File: src/rtl/ifu_pkg.sv
// Shared constants and decode helpers for the IFU prefetch buffer.
// IFU_RVC_EN selects compressed-instruction support.
package ifu_pkg;

    localparam int FETCH_W_MIN = 32;
    localparam int FETCH_W_MAX = 64;

`ifdef IFU_RVC_EN
    localparam bit RVC_EN = 1'b1;
`else
    localparam bit RVC_EN = 1'b0;
`endif

    function automatic int hw_per_word(input int fetch_w);
        return fetch_w / 16;
    endfunction

    // Encodings with low bits 2'b11 are 32-bit; longer forms are treated as 32-bit too
    function automatic logic is_len32(input logic [1:0] lo_bits);
        return (lo_bits == 2'b11);
    endfunction

endpackage

File: src/rtl/ifu_fetch_fifo.sv
// Fetched-word FIFO holding each word with its address; supports one push
// and up to two pops per cycle plus a synchronous clear.
module ifu_fetch_fifo
    import ifu_pkg::*;
#(
    parameter int FETCH_W = 32,
    parameter int PC_SIZE = 32,
    parameter int DEPTH   = 4
) (
    input  logic                         clk,
    input  logic                         rst_n,
    input  logic                         clear,
    input  logic                         push,
    input  logic [FETCH_W-1:0]           push_data,
    input  logic [PC_SIZE-1:0]           push_addr,
    input  logic                         pop0,
    input  logic                         pop1,
    output logic [FETCH_W-1:0]           head_data,
    output logic [PC_SIZE-1:0]           head_addr,
    output logic [15:0]                  next_hw,
    output logic [$clog2(DEPTH+1)-1:0]   count
);

    localparam int AW = $clog2(DEPTH);
    localparam int CW = $clog2(DEPTH + 1);

    logic [FETCH_W-1:0] data_r [DEPTH];
    logic [PC_SIZE-1:0] addr_r [DEPTH];
    logic [AW-1:0]      wr_ptr_r;
    logic [AW-1:0]      rd_ptr_r;
    logic [AW-1:0]      rd_nxt_s;
    logic [CW-1:0]      count_r;
    logic [1:0]         npop_s;

    // Number of entries leaving this cycle; pop1 is only meaningful with pop0
    always_comb begin
        rd_nxt_s = rd_ptr_r + AW'(1);
        if (pop1) begin
            npop_s = 2'd2;
        end else if (pop0) begin
            npop_s = 2'd1;
        end else begin
            npop_s = 2'd0;
        end
    end

    // Pointers and occupancy
    always_ff @(posedge clk) begin
        if (!rst_n || clear) begin
            wr_ptr_r <= '0;
            rd_ptr_r <= '0;
            count_r  <= '0;
        end else begin
            if (push) begin
                wr_ptr_r <= wr_ptr_r + AW'(1);
            end
            rd_ptr_r <= rd_ptr_r + AW'(npop_s);
            count_r  <= count_r + CW'(push) - CW'(npop_s);
        end
    end

    // Entry storage
    always_ff @(posedge clk) begin
        if (push && !clear) begin
            data_r[wr_ptr_r] <= push_data;
            addr_r[wr_ptr_r] <= push_addr;
        end
    end

    assign head_data = data_r[rd_ptr_r];
    assign head_addr = addr_r[rd_ptr_r];
    assign next_hw   = data_r[rd_nxt_s][15:0];
    assign count     = count_r;

endmodule

File: src/rtl/ifu_prefetch_buf_chk.sv
// Simulation checks on the prefetch buffer credit scheme.
module ifu_prefetch_buf_chk (
    input logic clk,
    input logic rst_n,
    input logic push,
    input logic fifo_full,
    input logic rsp_valid,
    input logic outst_zero
);

    a_no_push_full: assert property (@(posedge clk) disable iff (!rst_n) !(push && fifo_full));
    a_no_rsp_idle:  assert property (@(posedge clk) disable iff (!rst_n) !(rsp_valid && outst_zero));

endmodule

File: src/rtl/ifu_prefetch_buf.sv
// Instruction prefetch buffer: credit-based multi-outstanding fetch, word FIFO
// and halfword realigner. IFU_RVC_EN enables 16-bit instruction support.
module ifu_prefetch_buf
    import ifu_pkg::*;
#(
    parameter int                 PC_SIZE  = 32,
    parameter int                 FETCH_W  = 32,
    parameter int                 DEPTH    = 4,
    parameter logic [PC_SIZE-1:0] RESET_PC = '0
) (
    input  logic               clk,
    input  logic               rst_n,
    output logic               mem_req_valid,
    input  logic               mem_req_ready,
    output logic [PC_SIZE-1:0] mem_req_addr,
    input  logic               mem_rsp_valid,
    input  logic [FETCH_W-1:0] mem_rsp_data,
    input  logic               flush_req,
    input  logic [PC_SIZE-1:0] flush_pc,
    output logic               ifu_o_valid,
    input  logic               ifu_i_ready,
    output logic [31:0]        ifu_o_ir,
    output logic [PC_SIZE-1:0] ifu_o_pc,
    output logic               ifu_o_len16
);

    localparam int HW    = hw_per_word(FETCH_W);
    localparam int HPW   = $clog2(HW);
    localparam int PW    = HPW + 2;
    localparam int BYTES = FETCH_W / 8;
    localparam int CW    = $clog2(DEPTH + 1);
    localparam int CW1   = CW + 1;
    localparam int XW    = $clog2(FETCH_W + 16);

    // Without RVC the realigner only ever sits on 32-bit lane boundaries
    localparam logic [HPW-1:0]     LANE_MASK = RVC_EN ? {HPW{1'b1}} : ~HPW'(1'b1);
    localparam logic [PC_SIZE-1:0] BASE_MASK = ~PC_SIZE'(BYTES - 1);
    localparam logic [PC_SIZE-1:0] RST_BASE  = RESET_PC & BASE_MASK;
    localparam logic [HPW-1:0]     RST_HW    = RESET_PC[$clog2(BYTES)-1:1] & LANE_MASK;

    logic [PC_SIZE-1:0] fetch_addr_r, head_base_r, tail_addr_r;
    logic [HPW-1:0]     hw_ptr_r;
    logic [CW-1:0]      outst_r, discard_r, count_s;
    logic [FETCH_W-1:0] head_data_s;
    logic [PC_SIZE-1:0] head_addr_s, flush_base_s;
    logic [HPW-1:0]     flush_hw_s;
    logic [15:0]        next_hw_s;
    logic [FETCH_W+15:0] ext_s;
    logic [XW-1:0]      idx_s;
    logic [31:0]        ir32_s, ir_s;
    logic [PW-1:0]      ptr_sum_s;
    logic               req_valid_s, req_fire_s, push_s, pop0_s, pop1_s;
    logic               len32_s, straddle_s, avail_s, valid_s, fire_s;

    // Request credit and response acceptance
    always_comb begin
        flush_base_s = flush_pc & BASE_MASK;
        flush_hw_s   = flush_pc[$clog2(BYTES)-1:1] & LANE_MASK;
        req_valid_s  = rst_n && !flush_req &&
                       (({1'b0, count_s} + {1'b0, outst_r}) < CW1'(DEPTH));
        req_fire_s   = req_valid_s && mem_req_ready;
        push_s       = mem_rsp_valid && (discard_r == '0) && !flush_req;
    end

    // Realigner: extract the instruction at hw_ptr, borrowing from the next word when it straddles
    always_comb begin
        ext_s  = {next_hw_s, head_data_s};
        idx_s  = XW'({hw_ptr_r, 4'b0000});
        ir32_s = ext_s[idx_s +: 32];
`ifdef IFU_RVC_EN
        len32_s = is_len32(ir32_s[1:0]);
`else
        len32_s = 1'b1;
`endif
        straddle_s = len32_s && (hw_ptr_r == HPW'(HW - 1));
        avail_s    = straddle_s ? (count_s >= CW'(2)) : (count_s != '0);
        valid_s    = avail_s && !flush_req;
        if (!valid_s) begin
            ir_s = 32'h0000_0000;
        end else if (len32_s) begin
            ir_s = ir32_s;
        end else begin
            ir_s = {16'h0000, ir32_s[15:0]};
        end
        fire_s    = valid_s && ifu_i_ready;
        ptr_sum_s = PW'(hw_ptr_r) + (len32_s ? PW'(2) : PW'(1));
        pop0_s    = fire_s && (ptr_sum_s[PW-1:HPW] != 2'b00);
        pop1_s    = fire_s && ptr_sum_s[PW-1];
    end

    // Fetch pointer, realigner position and outstanding/discard credits
    always_ff @(posedge clk) begin
        if (!rst_n) begin
            fetch_addr_r <= RST_BASE;
            head_base_r  <= RST_BASE;
            tail_addr_r  <= RST_BASE;
            hw_ptr_r     <= RST_HW;
            outst_r      <= '0;
            discard_r    <= '0;
        end else if (flush_req) begin
            fetch_addr_r <= flush_base_s;
            head_base_r  <= flush_base_s;
            tail_addr_r  <= flush_base_s;
            hw_ptr_r     <= flush_hw_s;
            outst_r      <= outst_r - CW'(mem_rsp_valid);
            discard_r    <= outst_r - CW'(mem_rsp_valid);
        end else begin
            if (req_fire_s) begin
                fetch_addr_r <= fetch_addr_r + PC_SIZE'(BYTES);
            end
            if (push_s) begin
                tail_addr_r <= tail_addr_r + PC_SIZE'(BYTES);
            end
            if (fire_s) begin
                hw_ptr_r <= ptr_sum_s[HPW-1:0];
            end
            if (pop0_s) begin
                head_base_r <= head_base_r + (pop1_s ? PC_SIZE'(2 * BYTES) : PC_SIZE'(BYTES));
            end
            outst_r <= outst_r + CW'(req_fire_s) - CW'(mem_rsp_valid);
            if (mem_rsp_valid && (discard_r != '0)) begin
                discard_r <= discard_r - CW'(1);
            end
        end
    end

    ifu_fetch_fifo #(
        .FETCH_W (FETCH_W),
        .PC_SIZE (PC_SIZE),
        .DEPTH   (DEPTH)
    ) u_fifo (
        .clk       (clk),
        .rst_n     (rst_n),
        .clear     (flush_req),
        .push      (push_s),
        .push_data (mem_rsp_data),
        .push_addr (tail_addr_r),
        .pop0      (pop0_s),
        .pop1      (pop1_s),
        .head_data (head_data_s),
        .head_addr (head_addr_s),
        .next_hw   (next_hw_s),
        .count     (count_s)
    );

    ifu_prefetch_buf_chk u_chk (
        .clk        (clk),
        .rst_n      (rst_n),
        .push       (push_s),
        .fifo_full  (count_s == CW'(DEPTH)),
        .rsp_valid  (mem_rsp_valid),
        .outst_zero (outst_r == '0)
    );

    assign mem_req_valid = req_valid_s;
    assign mem_req_addr  = fetch_addr_r;
    assign ifu_o_valid   = valid_s;
    assign ifu_o_ir      = ir_s;
    assign ifu_o_len16   = valid_s && !len32_s;
    assign ifu_o_pc      = ((count_s != '0) ? head_addr_s : head_base_r) + PC_SIZE'({hw_ptr_r, 1'b0});

endmodule

File: config.mk
export PLATFORM = sky130hd
export DESIGN_NAME = ifu_prefetch_buf
export DESIGN_NICKNAME = d
export VERILOG_FILES = /design/src/rtl/ifu_pkg.sv /design/src/rtl/ifu_fetch_fifo.sv /design/src/rtl/ifu_prefetch_buf_chk.sv /design/src/rtl/ifu_prefetch_buf.sv
export SDC_FILE = /design/constraint.sdc
export NUM_CORES = 1
export LEC_CHECK = 0
export ABC_AREA = 1
export CORE_MARGIN = 5
export CORE_UTILIZATION = 35
export DETAILED_ROUTE_END_ITERATION = 8
export SYNTH_ARGS = -nofsm -noshare
export SYNTH_HDL_FRONTEND = slang
export SYNTH_SLANG_ARGS = --single-unit
File: constraint.sdc
create_clock -name clk -period 8.8 [get_ports clk]
set_clock_uncertainty 0.05 [all_clocks]
set_input_delay 1.32 -clock clk [delete_from_list [all_inputs] [get_ports clk]]
set_output_delay 1.32 -clock clk [all_outputs]
set_load 0.005 [all_outputs]
# Word level (Yosys, flattened, before mapping)
# Memory sizes are Yosys's and may differ from the RTL's. A register that Yosys moved wholly into a read port is not among the register bits.
# Cells that the tools add are included.
# op_classes
n_addsub,15
mul,0
div_mod_pow,0
magnitude_cmp,2
eq_ne,0
shift,1
mux,19
bitwise,1
n_reduce_logical,23
# ops
operator,n
$mux W32,8
$add A32 B3 Y32 const B,2
$shiftx A48 B6 Y32,1
$add A32 B2 Y32,1
$add A32 B4 Y32,1
$logic_and A1 B1 Y1,11
$reduce_bool A2 Y1,5
$mux W3,3
$add A3 B1 Y3,2
$mux W2,3
$reduce_bool A3 Y1,2
$sub A3 B1 Y3,2
$add A2 B1 Y2 const B,2
$add A3 B3 Y4,1
$lt A4 B3 Y1 const B,1
$mux W1,4
$mux W4,1
$add A1 B2 Y3 const B,1
$ge A3 B2 Y1 const B,1
$logic_not A3 Y1,1
$sub A3 B1 Y3 const B,1
$sub A3 B2 Y3,1
$add A2 B2 Y2,1
$logic_not A1 Y1,2
other kinds (3),3
# word_totals
ff_bits,110
latch_bits,0
ram_bits,256
rom_bits,0
inputBits,70
word_cells,75
mem_count,2
# memory_table
name,depth,width,rd,rd_ports_with_merged_regs,wr,line,source
u_fifo.addr_r,4,32,1,1,1,ifu_fetch_fifo.sv:28,logic [PC_SIZE-1:0] addr_r [DEPTH];
u_fifo.data_r,4,32,2,1,1,ifu_fetch_fifo.sv:27,logic [FETCH_W-1:0] data_r [DEPTH];

# Logic depth before layout (Yosys ltp)
# logic_depth
ltp_word,9
depth_mapped,13
depth_no_buf,12

# By module
# From an unflattened synthesis, not the netlist that was laid out.
# unflattened
cells_unflattened,2140
area_unflattened_um2,17743.3
# modules_own_cells
mod,n_inst,cells_per_inst,area_each_um2,seq_area_each_um2
ifu_fetch_fifo,1,866,10551.4,7827.5
ifu_prefetch_buf,1,1274,7191.9,1921.8

# Worst setup path before layout
# OpenSTA, ideal clock, no wires.
# synth_timing
path_type,input to register
start,in mem_rsp_valid
end,mem u_fifo.addr_r[0][10] (enable)
arrival_ns,4.344
required_time_ns,8.268
slack_ns,3.924
path_stages,4
n_path_buf,0
cell_sequence,nand3_1 -> nor2_1 -> inv_1 -> nor2_1
# synth_via
elab_chain_cells,5
# synth_lines
element,line,source
start: declaration,ifu_prefetch_buf.sv:16,"input logic mem_rsp_valid,"
$logic_and A1 B1 Y1 (2 in a row),ifu_prefetch_buf.sv:62,push_s = mem_rsp_valid && (discard_r == '0) && !flush_req;
$logic_and A1 B1 Y1,ifu_fetch_fifo.sv:64,if (push && !clear) begin
$mux W1,ifu_fetch_fifo.sv:64,
$mux W1 (implied by the code),ifu_fetch_fifo.sv:66,addr_r[wr_ptr_r] <= push_addr;
end: declaration,ifu_fetch_fifo.sv:28,
# Every way passes these cells.

# Worst setup path in the final report
# layout_timing
start,in flush_req
end,out ifu_o_ir[14]
# layout_via
elab_chain_cells,3
# layout_lines
element,line,source
start: declaration,ifu_prefetch_buf.sv:18,"input logic flush_req,"
$logic_not A1 Y1,ifu_prefetch_buf.sv:77,valid_s = avail_s && !flush_req;
$logic_and A1 B1 Y1,ifu_prefetch_buf.sv:77,
$mux W32,ifu_prefetch_buf.sv:78,if (!valid_s) begin
end: declaration,ifu_prefetch_buf.sv:22,"output logic [31:0] ifu_o_ir,"
# Every way passes these cells.

==> metrics.txt <==
highest achievable clock rate 193 MHz; max-slew violations 0; GRT Total Usage 17.6%; routed wl met3 3010 um; cts repair resizes 0; unrepaired setup endpoints after global routing no; post-placement cell count 2,626; Worst VDD drop 0.133 mV; Post-Syn Instances 1,919; Crit path arrival time 3.81 ns; Syn Std Cell Area 16,900 um^2; drt wl/cell 17.9 um; Final Util 42.4%; total gr overflow 0; Final ANT Viol Nets 0; CP endpoint kind primary output; Final #Nets 2,144; fill count 4,682; worst hold path type reg2reg; clock latency at the later pin of the worst-skew pair 0.55 ns; clock sink count 351; cts bufs inserted 41; largest net degree at the start of global routing 93; most frequent cells in the layout 362 x nand2_1, 309 x nor2_1, 248 x edfxtp_1, 207 x o21ai_0, 168 x inv_1; Ports 169; Final Instance Count excl. Fillers 2,696; TritonCTS clock tree done; number of antenna violations at the first check in global routing 0; Clock power frac 42.8%; leakage power 7.29 nW; Synth Flop Type edfxtp_1; sequential share of power 48.3%; Rel. slew slack 29.1%; drc violations 0; multi-input logic area 6280 um^2; Rows 80; WL met1 21,300 um; post-synth top area cell edfxtp_1; Layout area overhead 20.1%; Core Area 47,700 um^2; Synth Area per Inst 8.79 um^2; Clock Tree Root clkbuf_16; commonest non-fill, non-tap cell in the layout nand2_1; synth top area cells edfxtp_1 44%, dfxtp_1 12%, nand2_1 8.1%; CTS Buffer Depth 3; fin area 20,300 um^2; metal2 WL 22,600 um; combinational share of power 8.8%; crit-path max FO 56; Worst-Margin Slew 1.06 ns; CP Class in2out; register bit total from synthesis 351; Seq. cell area 9510 um^2; Switch Pwr 0.923 mW; Synth async-reset ratio 0%; status finished clean; max_cap viols 0; number of synthesized flops with an enable pin 248; sw frac 23.7%; yosys warns 0; gpl congestion 0.944; H-tree Lvls 2; Setup TNS 0 ns; top sig layer met4; worst path required time 7.43 ns; startpoint types input pin; Int Power 2.97 mW; vias in the first global route 13,200; period utilization 58.8%; Hold Buf Count CTS 0; hold_ws 0.421 ns; Iter 0 DRT Violations 908; # Post-CTS Setup Buffers 0; Final WS setup 3.62 ns; Initial Util 35.3%; DRT Wirelength 48,300 um; post-layout power 3.90 mW; Place WS 3.35 ns; drt pass-1 iters 5; Seq/Total Area, Yosys 56.4%; Hold Vio Cnt, Final 0; Yosys cell types 48; Tmin final 5.18 ns; port bufs 161; first-pass GRT wire length 74,000 um; via count 13,700; Synth top area share 44.2%; Power Dens Cells 192 nW/um^2; n_diodes 0; Avg Vias per Cell 5.06; register clock-pin slew on the reported worst setup and hold paths 0.06 ns; post-DP HPWL 31,400 um; die area 52,700 um^2; layout cells sized above 1 6.58%; Setup-failing EPs final 0; Die Width 229 um; Post-DP Area 18,900 um^2; Die Ht 229 um
-- power by group through the flow --
stage / logic, mW / clock network (mW) / registers, mW
2_1_floorplan: 0.186 / 0 / 1.90
6_report: 0.345 / 1.67 / 1.88
3_3_place_gp: 0.339 / 0 / 1.91
4_1_cts: 0.347 / 1.71 / 1.88
3_5_place_dp: 0.344 / 0 / 1.92
5_1_grt: 0.382 / 1.77 / 1.89
-- final timing paths --
kind                            cells past startpoint          from                   end  slack (ns)
worst min-delay path                                1  discard_r[1]          discard_r[1]        0.42
worst max-delay path                                7     flush_req          ifu_o_ir[14]        3.62
worst min register to register                      1  discard_r[1]          discard_r[1]        0.42
worst max register to register                      7  discard_r[0]  u_fifo.addr_r[1][28]        4.72
-- registers in the layout, summed over array words and instances, names as in the netlist --
signal / count
u_fifo.data_r: 128
u_fifo.addr_r: 120
head_base_r: 30
mem_req_addr: 30
tail_addr_r: 30
discard_r: 3
outst_r: 3
u_fifo.count: 3
u_fifo.rd_ptr_r: 2
u_fifo.wr_ptr_r: 2
-- synth_stat cells, types with 5 or more instances --
master    number
nand3_1      137
nand2_2        5
xor2_1         7
ha_1          18
edfxtp_1     248
nand2_1      362
buf_4         12
buf_6          7
dfxtp_1      103
buf_1          9
nand4_1        5
nor2_1       314
o21ai_1        7
nor2_4        13
o211ai_1       5
a31oi_1        7
o21ai_0      207
o22ai_1       35
nor2_2        10
mux2_2         6
a21oi_1      125
inv_2          8
buf_2         18
a21oi_2        5
inv_1        168
clkbuf_1      40
-- routing by layer --
layer	vias up	GRT usage [%]
met5	-	0
met4	0	5.98
met3	90	3.33
met2	417	29.1
met1	6421	23.3
li1	6723	-
-- cell families (layout without fill, tap and decap cells) --
family	Yosys count	count (layout)	share of synthesized area (%)
AND/OR/NAND/NOR	864	864	21.7
AO/OA/AOI/OAI	402	402	12.7
flip-flops	351	351	56.4
buffers and inverters	264	422	6.60
adder cells (fa/ha/maj)	20	20	1.57
XOR/XNOR	11	11	0.571
multiplexers	6	6	0.401
other	1	5	0.0222
-- cell type report --
cell class,instances,share of cell area (%)
flip-flops and latches,351,47.0
inverters,178,3.31
multi-input cells,1308,31.0
clock buffers,49,5.42
clock inverters,21,1.04
well taps,615,3.80
repair buffers,174,8.41
-- worst max-delay path, cell delays in order --
cell and delay [ns]:
buf_2 0.09, buf_4 0.28, inv_2 0.09, buf_4 0.56, nand2_4 0.44, a21oi_1 0.33
clkdlybuf4s50_1 0.56
No activity file was read; power rests on OpenSTA's default activity.
